===== src/rtl/tm1638_if.sv =====
// TM1638 3-wire pin bus (STB / CLK / DIO split into drive value and enable).
// The controller drives strobe, clock and DIO value/enable; the board (or a
// bus model) returns the DIO pad level on dio_in.
//   sio_stb  strobe, active-low
//   sio_clk  serial clock, idles high
//   dio_out  DIO value while driven
//   dio_oe   DIO drive enable, 0 releases the line for key reads
//   dio_in   DIO pad level, asynchronous to clk
interface tm1638_if;
   logic sio_stb;
   logic sio_clk;
   logic dio_out;
   logic dio_oe;
   logic dio_in;

   modport master (output sio_stb, output sio_clk, output dio_out, output dio_oe, input dio_in);
   modport slave  (input sio_stb, input sio_clk, input dio_out, input dio_oe, output dio_in);
endinterface


===== src/rtl/tm1638_controller.sv =====
// Frame sequencer for a TM1638 display/key board. Once per refresh period it
// snapshots the segment patterns and LED vector, writes them to the chip with
// auto-increment addressing, sets the brightness, then reads the 4 key bytes.
//   clk, rst  system clock, asynchronous active-high reset
//   hex       segment pattern per digit (hgfedcba), hex[k] -> digit k
//   led       discrete LEDs, led[k] -> LED k
//   keys      last key-scan result, 1 = pressed
//   keys_vld  one-cycle pulse when keys is refreshed
//   busy      high from frame start through the final DONE cycle
//   bus       TM1638 pin bus (master side)
module tm1638_controller #(
   parameter int w_digit        = 8,
   parameter int w_seg          = 8,
   parameter int CLK_DIV        = 16,
   parameter int REFRESH_CYCLES = 500_000,
   parameter int BRIGHTNESS     = 7
) (
   input  logic                          clk,
   input  logic                          rst,
   input  logic [w_digit-1:0][w_seg-1:0] hex,
   input  logic [7:0]                    led,
   output logic [7:0]                    keys,
   output logic                          keys_vld,
   output logic                          busy,
   tm1638_if.master                      bus
);

   localparam int RW = (REFRESH_CYCLES > 1) ? $clog2(REFRESH_CYCLES) : 1;
   localparam int DW = $clog2(2 * CLK_DIV);
   localparam logic [RW-1:0] REF_LAST = RW'(REFRESH_CYCLES - 1);
   localparam logic [DW-1:0] DIV_LAST = DW'(CLK_DIV - 1);
   localparam logic [DW-1:0] GAP_LAST = DW'(2 * CLK_DIV - 1);

   typedef enum logic [2:0] {IDLE, T_MODE, GAP, T_DATA, T_DISP, T_READ, DONE} state_t;
   typedef enum logic [1:0] {PH_SETUP, PH_LOW, PH_HIGH, PH_TURN} phase_t;

   state_t          state;
   state_t          gap_next;
   phase_t          phase;
   logic [RW-1:0]   ref_cnt;
   logic [DW-1:0]   div_cnt;
   logic [2:0]      bit_idx;
   logic [4:0]      byte_idx;
   logic [4:0]      rd_cnt;
   logic            rd_mode;
   logic [7:0]      sh;
   logic [30:0]     rd_data;
   logic [7:0][7:0] hex_sh;
   logic [7:0]      led_sh;
   logic            pending;
   logic            dio_s1;
   logic            dio_s2;
   logic            stb_q;
   logic            sclk_q;
   logic            dout_q;
   logic            oe_q;

   logic            wrap;
   logic            start;
   logic [7:0][7:0] hex_pad;
   logic [3:0]      data_idx;
   logic [7:0]      next_byte;
   logic [4:0]      tx_bytes;
   logic [31:0]     rd_next;
   logic [7:0]      key_map;

   assign bus.sio_stb = stb_q;
   assign bus.sio_clk = sclk_q;
   assign bus.dio_out = dout_q;
   assign bus.dio_oe  = oe_q;

   assign wrap  = (ref_cnt == REF_LAST);
   assign start = ((state == IDLE) && wrap) || ((state == DONE) && (pending || wrap));

   // Free-running refresh timer; its wrap is the frame request, whether or
   // not a frame is currently running.
   always_ff @(posedge clk or posedge rst) begin
      if (rst) begin
         ref_cnt <= '0;
      end else if (wrap) begin
         ref_cnt <= '0;
      end else begin
         ref_cnt <= ref_cnt + 1'b1;
      end
   end

   // The DIO pad is asynchronous to clk, so it goes through two flops before
   // the key shift register ever looks at it.
   always_ff @(posedge clk or posedge rst) begin
      if (rst) begin
         dio_s1 <= 1'b1;
         dio_s2 <= 1'b1;
      end else begin
         dio_s1 <= bus.dio_in;
         dio_s2 <= dio_s1;
      end
   end

   // Digits beyond w_digit are padded with blank patterns so the data
   // transaction always writes all 8 grid addresses.
   always_comb begin
      hex_pad = '0;
      for (int k = 0; k < w_digit; k++) begin
         hex_pad[k] = hex[k];
      end
   end

   // Byte about to be shifted out: byte_idx names the next byte of the
   // current transaction. Data bytes alternate digit pattern / LED bit.
   always_comb begin
      data_idx  = 4'(byte_idx - 5'd1);
      next_byte = 8'h00;
      tx_bytes  = (state == T_DATA) ? 5'd17 : 5'd1;
      case (state)
         T_MODE: next_byte = 8'h40;
         T_DATA: begin
            if (byte_idx == 5'd0) begin
               next_byte = 8'hC0;
            end else if (!data_idx[0]) begin
               next_byte = hex_sh[data_idx[3:1]];
            end else begin
               next_byte = {7'b0, led_sh[data_idx[3:1]]};
            end
         end
         T_DISP:  next_byte = {5'b10001, 3'(BRIGHTNESS)};
         T_READ:  next_byte = 8'h42;
         default: next_byte = 8'h00;
      endcase
   end

   // Read bits arrive LSB first; rd_next includes the bit being sampled now
   // so the key map can be built on the same edge that ends the last bit.
   always_comb begin
      rd_next = {dio_s2, rd_data};
      key_map = '0;
      for (int b = 0; b < 4; b++) begin
         key_map[b]     = rd_next[8*b];
         key_map[b + 4] = rd_next[8*b + 4];
      end
   end

   // Frame sequencer. Each transaction is: strobe low for CLK_DIV cycles,
   // then per bit a low phase (new data bit) and a high phase (chip latches,
   // or we sample a read bit in its last cycle). The read transaction adds a
   // turnaround with DIO released before the 32 read bits. A refresh request
   // that arrives mid-frame is remembered and served straight after DONE.
   always_ff @(posedge clk or posedge rst) begin
      if (rst) begin
         state    <= IDLE;
         gap_next <= T_DATA;
         phase    <= PH_SETUP;
         div_cnt  <= '0;
         bit_idx  <= '0;
         byte_idx <= '0;
         rd_cnt   <= '0;
         rd_mode  <= 1'b0;
         sh       <= '0;
         rd_data  <= '0;
         hex_sh   <= '0;
         led_sh   <= '0;
         pending  <= 1'b0;
         stb_q    <= 1'b1;
         sclk_q   <= 1'b1;
         dout_q   <= 1'b1;
         oe_q     <= 1'b1;
         keys     <= '0;
         keys_vld <= 1'b0;
         busy     <= 1'b0;
      end else begin
         keys_vld <= 1'b0;
         if (start) begin
            pending <= 1'b0;
         end else if (wrap && (state != IDLE)) begin
            pending <= 1'b1;
         end

         if (start) begin
            hex_sh   <= hex_pad;
            led_sh   <= led;
            busy     <= 1'b1;
            state    <= T_MODE;
            stb_q    <= 1'b0;
            phase    <= PH_SETUP;
            div_cnt  <= '0;
            byte_idx <= '0;
            rd_mode  <= 1'b0;
         end else begin
            case (state)
               T_MODE, T_DATA, T_DISP, T_READ: begin
                  div_cnt <= div_cnt + 1'b1;
                  case (phase)
                     PH_SETUP: begin
                        if (div_cnt == DIV_LAST) begin
                           div_cnt  <= '0;
                           phase    <= PH_LOW;
                           sclk_q   <= 1'b0;
                           sh       <= next_byte;
                           dout_q   <= next_byte[0];
                           bit_idx  <= '0;
                           byte_idx <= byte_idx + 5'd1;
                        end
                     end
                     PH_LOW: begin
                        if (div_cnt == DIV_LAST) begin
                           div_cnt <= '0;
                           phase   <= PH_HIGH;
                           sclk_q  <= 1'b1;
                        end
                     end
                     PH_HIGH: begin
                        if (div_cnt == DIV_LAST) begin
                           div_cnt <= '0;
                           if (rd_mode) begin
                              rd_data <= rd_next[31:1];
                              if (rd_cnt == 5'd31) begin
                                 state    <= DONE;
                                 stb_q    <= 1'b1;
                                 oe_q     <= 1'b1;
                                 keys     <= key_map;
                                 keys_vld <= 1'b1;
                              end else begin
                                 rd_cnt <= rd_cnt + 5'd1;
                                 phase  <= PH_LOW;
                                 sclk_q <= 1'b0;
                              end
                           end else if (bit_idx != 3'd7) begin
                              bit_idx <= bit_idx + 3'd1;
                              dout_q  <= sh[1];
                              sh      <= {1'b0, sh[7:1]};
                              phase   <= PH_LOW;
                              sclk_q  <= 1'b0;
                           end else if (byte_idx != tx_bytes) begin
                              sh       <= next_byte;
                              dout_q   <= next_byte[0];
                              bit_idx  <= '0;
                              byte_idx <= byte_idx + 5'd1;
                              phase    <= PH_LOW;
                              sclk_q   <= 1'b0;
                           end else if (state == T_READ) begin
                              dout_q <= 1'b1;
                              oe_q   <= 1'b0;
                              phase  <= PH_TURN;
                           end else begin
                              dout_q   <= 1'b1;
                              stb_q    <= 1'b1;
                              state    <= GAP;
                              gap_next <= (state == T_MODE) ? T_DATA :
                                          (state == T_DATA) ? T_DISP : T_READ;
                           end
                        end
                     end
                     PH_TURN: begin
                        if (div_cnt == DIV_LAST) begin
                           div_cnt <= '0;
                           rd_mode <= 1'b1;
                           rd_cnt  <= '0;
                           phase   <= PH_LOW;
                           sclk_q  <= 1'b0;
                        end
                     end
                     default: phase <= PH_SETUP;
                  endcase
               end
               GAP: begin
                  div_cnt <= div_cnt + 1'b1;
                  if (div_cnt == GAP_LAST) begin
                     state    <= gap_next;
                     stb_q    <= 1'b0;
                     phase    <= PH_SETUP;
                     div_cnt  <= '0;
                     byte_idx <= '0;
                  end
               end
               DONE: begin
                  state <= IDLE;
                  busy  <= 1'b0;
               end
               default: state <= IDLE;
            endcase
         end
      end
   end

endmodule

===== src/flat_wrapper.sv =====
// flat-port wrapper written by rule: the top's interface ports become plain ports
module tm1638_controller_flat 
#(
   parameter int w_digit        = 8,
   parameter int w_seg          = 8,
   parameter int CLK_DIV        = 16,
   parameter int REFRESH_CYCLES = 500_000,
   parameter int BRIGHTNESS     = 7
)
  (clk, rst, hex, led, keys, keys_vld, busy, bus_sio_stb, bus_sio_clk, bus_dio_out, bus_dio_oe, bus_dio_in);
  tm1638_if bus_i ();
  input  logic clk;
  input  logic rst;
  input  logic [w_digit-1:0][w_seg-1:0] hex;
  input  logic [7:0] led;
  output logic [7:0] keys;
  output logic keys_vld;
  output logic busy;
  output wire logic [$bits(bus_i.sio_stb)-1:0] bus_sio_stb;
  output wire logic [$bits(bus_i.sio_clk)-1:0] bus_sio_clk;
  output wire logic [$bits(bus_i.dio_out)-1:0] bus_dio_out;
  output wire logic [$bits(bus_i.dio_oe)-1:0] bus_dio_oe;
  input wire logic [$bits(bus_i.dio_in)-1:0] bus_dio_in;
  assign bus_sio_stb = bus_i.sio_stb;
  assign bus_sio_clk = bus_i.sio_clk;
  assign bus_dio_out = bus_i.dio_out;
  assign bus_dio_oe = bus_i.dio_oe;
  assign bus_i.dio_in = bus_dio_in;
  tm1638_controller #(.w_digit(w_digit), .w_seg(w_seg), .CLK_DIV(CLK_DIV), .REFRESH_CYCLES(REFRESH_CYCLES), .BRIGHTNESS(BRIGHTNESS)) u_core (.clk(clk), .rst(rst), .hex(hex), .led(led), .keys(keys), .keys_vld(keys_vld), .busy(busy), .bus(bus_i));
endmodule

===== config.mk =====
export PLATFORM = sky130hd
export DESIGN_NAME = tm1638_controller_flat
export DESIGN_NICKNAME = d
export VERILOG_FILES = /design/src/rtl/tm1638_if.sv /design/src/rtl/tm1638_controller.sv /design/src/flat_wrapper.sv
export SDC_FILE = /design/constraint.sdc
export NUM_CORES = 1
export LEC_CHECK = 0
export BUFFER_PORTS_ARGS = -buffer_cell sky130_fd_sc_hd__buf_2
export CAP_MARGIN = 5
export CORE_ASPECT_RATIO = 0.7
export CORE_UTILIZATION = 50
export DETAILED_ROUTE_END_ITERATION = 7
export PLACE_DENSITY = 0.76
export SYNTH_ARGS = -nofsm -noshare
export SYNTH_HDL_FRONTEND = slang
export SYNTH_SLANG_ARGS = --single-unit

===== constraint.sdc =====
create_clock -name clk -period 4.95 [get_ports clk]
set_input_delay 0 -clock clk [delete_from_list [all_inputs] [get_ports clk]]
set_output_delay 0 -clock clk [all_outputs]
set_load 0.01 [all_outputs]

==> flow_summary.yaml <==
run_status:
  status: "finished clean"
finish:
  post_route_cells_drive_above_1_share_pct: 34.43
  num_antenna_cells: 0
  final_net_count: 902
  syn_to_final_growth_pct: 21.70
  fill_cells: 1173
  final-seq-area_sq_um: 4339
  finish.instance_area_sq_um: 10490
  multiInputGateArea_sq_um: 4008
  most-common-layout-cells: "dfrtp_1 (165), buf_2 (88), mux2_2 (74), dlygate4sd3_1 (74), mux2_4 (48)"
  layout.cells.most_common: "dfrtp_1"
worst_setup_path:
  timing.reg2reg.worst_path_depth: 7
  worstSetupEndpointType: "flip-flop"
  timing.critical_path.arrival_ps: 3680
  timing.rr.end: "u_core.sh[1]$_DFFE_PP0P_"
  worst_path_largest_cell_delay_ps: 960
  cp-start-kind: "flip-flop"
  rr_startpoint: "u_core.byte_idx[0]$_DFFE_PP0P_"
  critical_path_peak_fanout: 17
  cp_cell_sequence: "inv_1 -> ha_1 -> xor2_2 -> mux4_1 -> nand3_1 -> a41oi_1 -> mux2_2"
  setup.worst_path.class: "reg2reg"
  critical_path.slowest_cell: "xor2_2"
  worst_ep_required_time_ps: 5270
  r2r_slack_ps: 1590
synth:
  synthDistinctLibCells: 74
  synth.yosys.seq_area_share_pct: 50.36
  synth_area_leader_cell: "dfrtp_1"
  synth_top_cells_by_area: "dfrtp_1 (48%), mux2_2 (9.7%), mux2_4 (8.4%)"
  syn-cell-area_sq_um: 8616
  syn_area_per_cell_sq_um: 13.09
  number_of_flops_mapped_to_enable_cells_by_yosys: 0
  synth_fp_nets: 751
  synth_warnings: 0
  postSynthCellCount: 658
  synth-main-ff-cell: "dfrtp_1"
  synth_largest_type_area_fraction_pct: 47.92
  async_flop_share_pct: 100.0
  yosys_register_bits: 173
power:
  static-leakage-power_uw: 0.005007
  power.total_uw: 2954
  peakVddDrop_mv: 0.1970
  ratio_of_total_power_to_cell_area_nw_per_um2: 281.7
floorplan:
  boundaryPins: 89
  num_rows: 39
  core_area_sq_um: 16590
  die-width_microns: 158.9
  die-area_sq_um: 17770
  die_height_microns: 111.8
  initial_utilization_pct: 51.93
clock_tree:
  ctsLongestPathBuffers: 2
  cts.repair.resized: 0
  cts_tree: "built"
  cts_made_buffers: 17
  clock_tree.htree_level_count: 4
  tritoncts_num_sinks: 173
  insertion_delay_ps: 440
  clk_pin_slew_ps: 70
  cts-root-buf: "clkbuf_16"
detailed_routing:
  routedWlPerCell_microns: 18.19
  routed-via-count: 5876
  dr_pass1_iterations: 5
  drt-initial-drc-count: 437
  postRouteAntennaNets: 0
  drc: 0
  postRouteWirelength_mm: 19.05
  route.detailed.vias_per_inst: 5.612
sta:
  setup_violations: 0
  finalCriticalPeriod_ps: 3361
  rsz_0062_raised_after_global_routing: "false"
  setup_total_negative_slack_ps: 0
  slew_violations: 0
  finalCritPeriodShare_pct: 67.90
  worst_clock_skew_ps: 18.14
  worst-slew-pin-transition_ps: 1257
  achievable-frequency_ghz: 0.2975
  final-hold-violation-count: 0
  slew_headroom_pct: 16.16
min_path:
  timing.hold.worst_path_depth: 2
  min_to: "u_core.dio_s1$_DFF_PP1_"
  hold_path_startpoint: "bus_dio_in"
  holdCritPathClass: "in2reg"
grt:
  grt_antenna_before_repair: 0
  grt_first_pass_wirelength_mm: 31.85
  grt_max_degree: 108
  number_of_global_route_vias_before_repair: 6288
  grt_overflow_total: 0
  grt_util_all_layers_pct: 22.90
placed_design:
  buffer_ports.inserted: 88
  dpl.hpwl_mm: 11.99
  final_replace_weighted_congestion: 0.8585
  dpl_cell_area_sq_um: 9164
job:
  timing.max_cap.violations: 0
[critical path, delay by kind of cell, from the launching register on]
kind                     cells  cell delay [ps]
XOR/XNOR                     1              960
flip-flops                   1              580
adder cells (fa/ha/maj)      1              260
AO/OA/AOI/OAI                1              120
AND/OR/NAND/NOR              1              130
buffers and inverters        1              170
multiplexers                 2             1000
[what timing repair did]
action                    in CTS  in global routing
hold endpoints to repair     175                  0
buffers inserted               0                  0
hold buffers                  74                  0
[cells in the mapped netlist, types with 10 or more instances]
master   instances
mux2i_1         13
nand3_1         28
nor2_1          31
xnor2_1         12
a21oi_1         10
dfrtp_1        165
o21ai_0         15
inv_1           19
mux2_2          74
nand2_1         33
mux2_4          48
buf_2           15
ha_1            18
mux4_2          12
[layer usage]
| layer | vias to the layer above | track usage, % | share of wire [%] |
|---|---|---|---|
| met2 | 196 | 39.21 | 51 |
| met4 | 0 | 7.115 | 1.7 |
| met1 | 2956 | 29.12 | 42 |
| met3 | 27 | 4.955 | 5.1 |
| met5 | - | 1.337 | 0 |
| li1 | 2697 | - | - |
[cell families after synthesis]
| kind of cell | Yosys count | share of synthesized area, % |
|---|---|---|
| flip-flops | 173 | 50.36 |
| AND/OR/NAND/NOR | 163 | 10.06 |
| multiplexers | 153 | 24.34 |
| AO/OA/AOI/OAI | 77 | 6.768 |
| buffers and inverters | 52 | 3.224 |
| XOR/XNOR | 22 | 2.629 |
| adder cells (fa/ha/maj) | 18 | 2.614 |
[per-stage QoR]
step	util [%]	cells	setup slack [ps]	hold WS [ps]
finish	63.20	1047	1589	208.2
global route	63.20	1047	1462	203.1
CTS	63.20	1047	1648	206.9
detailed placement	55.23	941	1666	110.8
global placement	55.23	941	1803	106.3
floorplan	-	658	274.7	4.478
[state kept, by name (all words and copies together) (netlist names), 2 cells and up]
register,count
u_core.phase,2
u_core.div_cnt,5
u_core.sh,7
u_core.led_sh,8
u_core.hex_sh,64
u_core.keys,8
u_core.rd_data,31
u_core.gap_next,3
u_core.state,3
u_core.ref_cnt,19
u_core.bit_idx,3
u_core.byte_idx,5
u_core.rd_cnt,5
[final cells by class]
class / instances / share of cell area, %
Sequential cell: 173 / 41.38
Multi-Input combinational cell: 433 / 38.22
Timing Repair Buffer: 164 / 11.41
Clock buffer: 19 / 4.129
Tap cell: 225 / 2.685
Clock inverter: 13 / 1.408
Inverter: 20 / 0.7637
[how the worst max path moves through the flow]
stage                                               end  slack, ps                            from  cells past startpoint
after detailed placement       u_core.sh[4]$_DFFE_PP0P_       1670  u_core.byte_idx[0]$_DFFE_PP0P_                      7
after floorplan           u_core.bit_idx[0]$_DFFE_PP0P_        270                             rst                      1
after global routing           u_core.sh[1]$_DFFE_PP0P_       1460  u_core.byte_idx[0]$_DFFE_PP0P_                      7
after global placement         u_core.sh[3]$_DFFE_PP0P_       1800  u_core.byte_idx[0]$_DFFE_PP0P_                      7
final                          u_core.sh[1]$_DFFE_PP0P_       1590  u_core.byte_idx[0]$_DFFE_PP0P_                      7
after CTS                      u_core.sh[1]$_DFFE_PP0P_       1650  u_core.byte_idx[0]$_DFFE_PP0P_                      7
[where the power goes]
| group | leakage [uW] | internal (uW) | switching, uW |
|---|---|---|---|
| registers | 0.00221 | 1440 | 19.0 |
| logic | 0.00252 | 105 | 61.2 |
| clock network | 0.000278 | 716 | 608 |
| total | 0.00501 | 2270 | 688 |
Power figures use the tool's default switching activity.
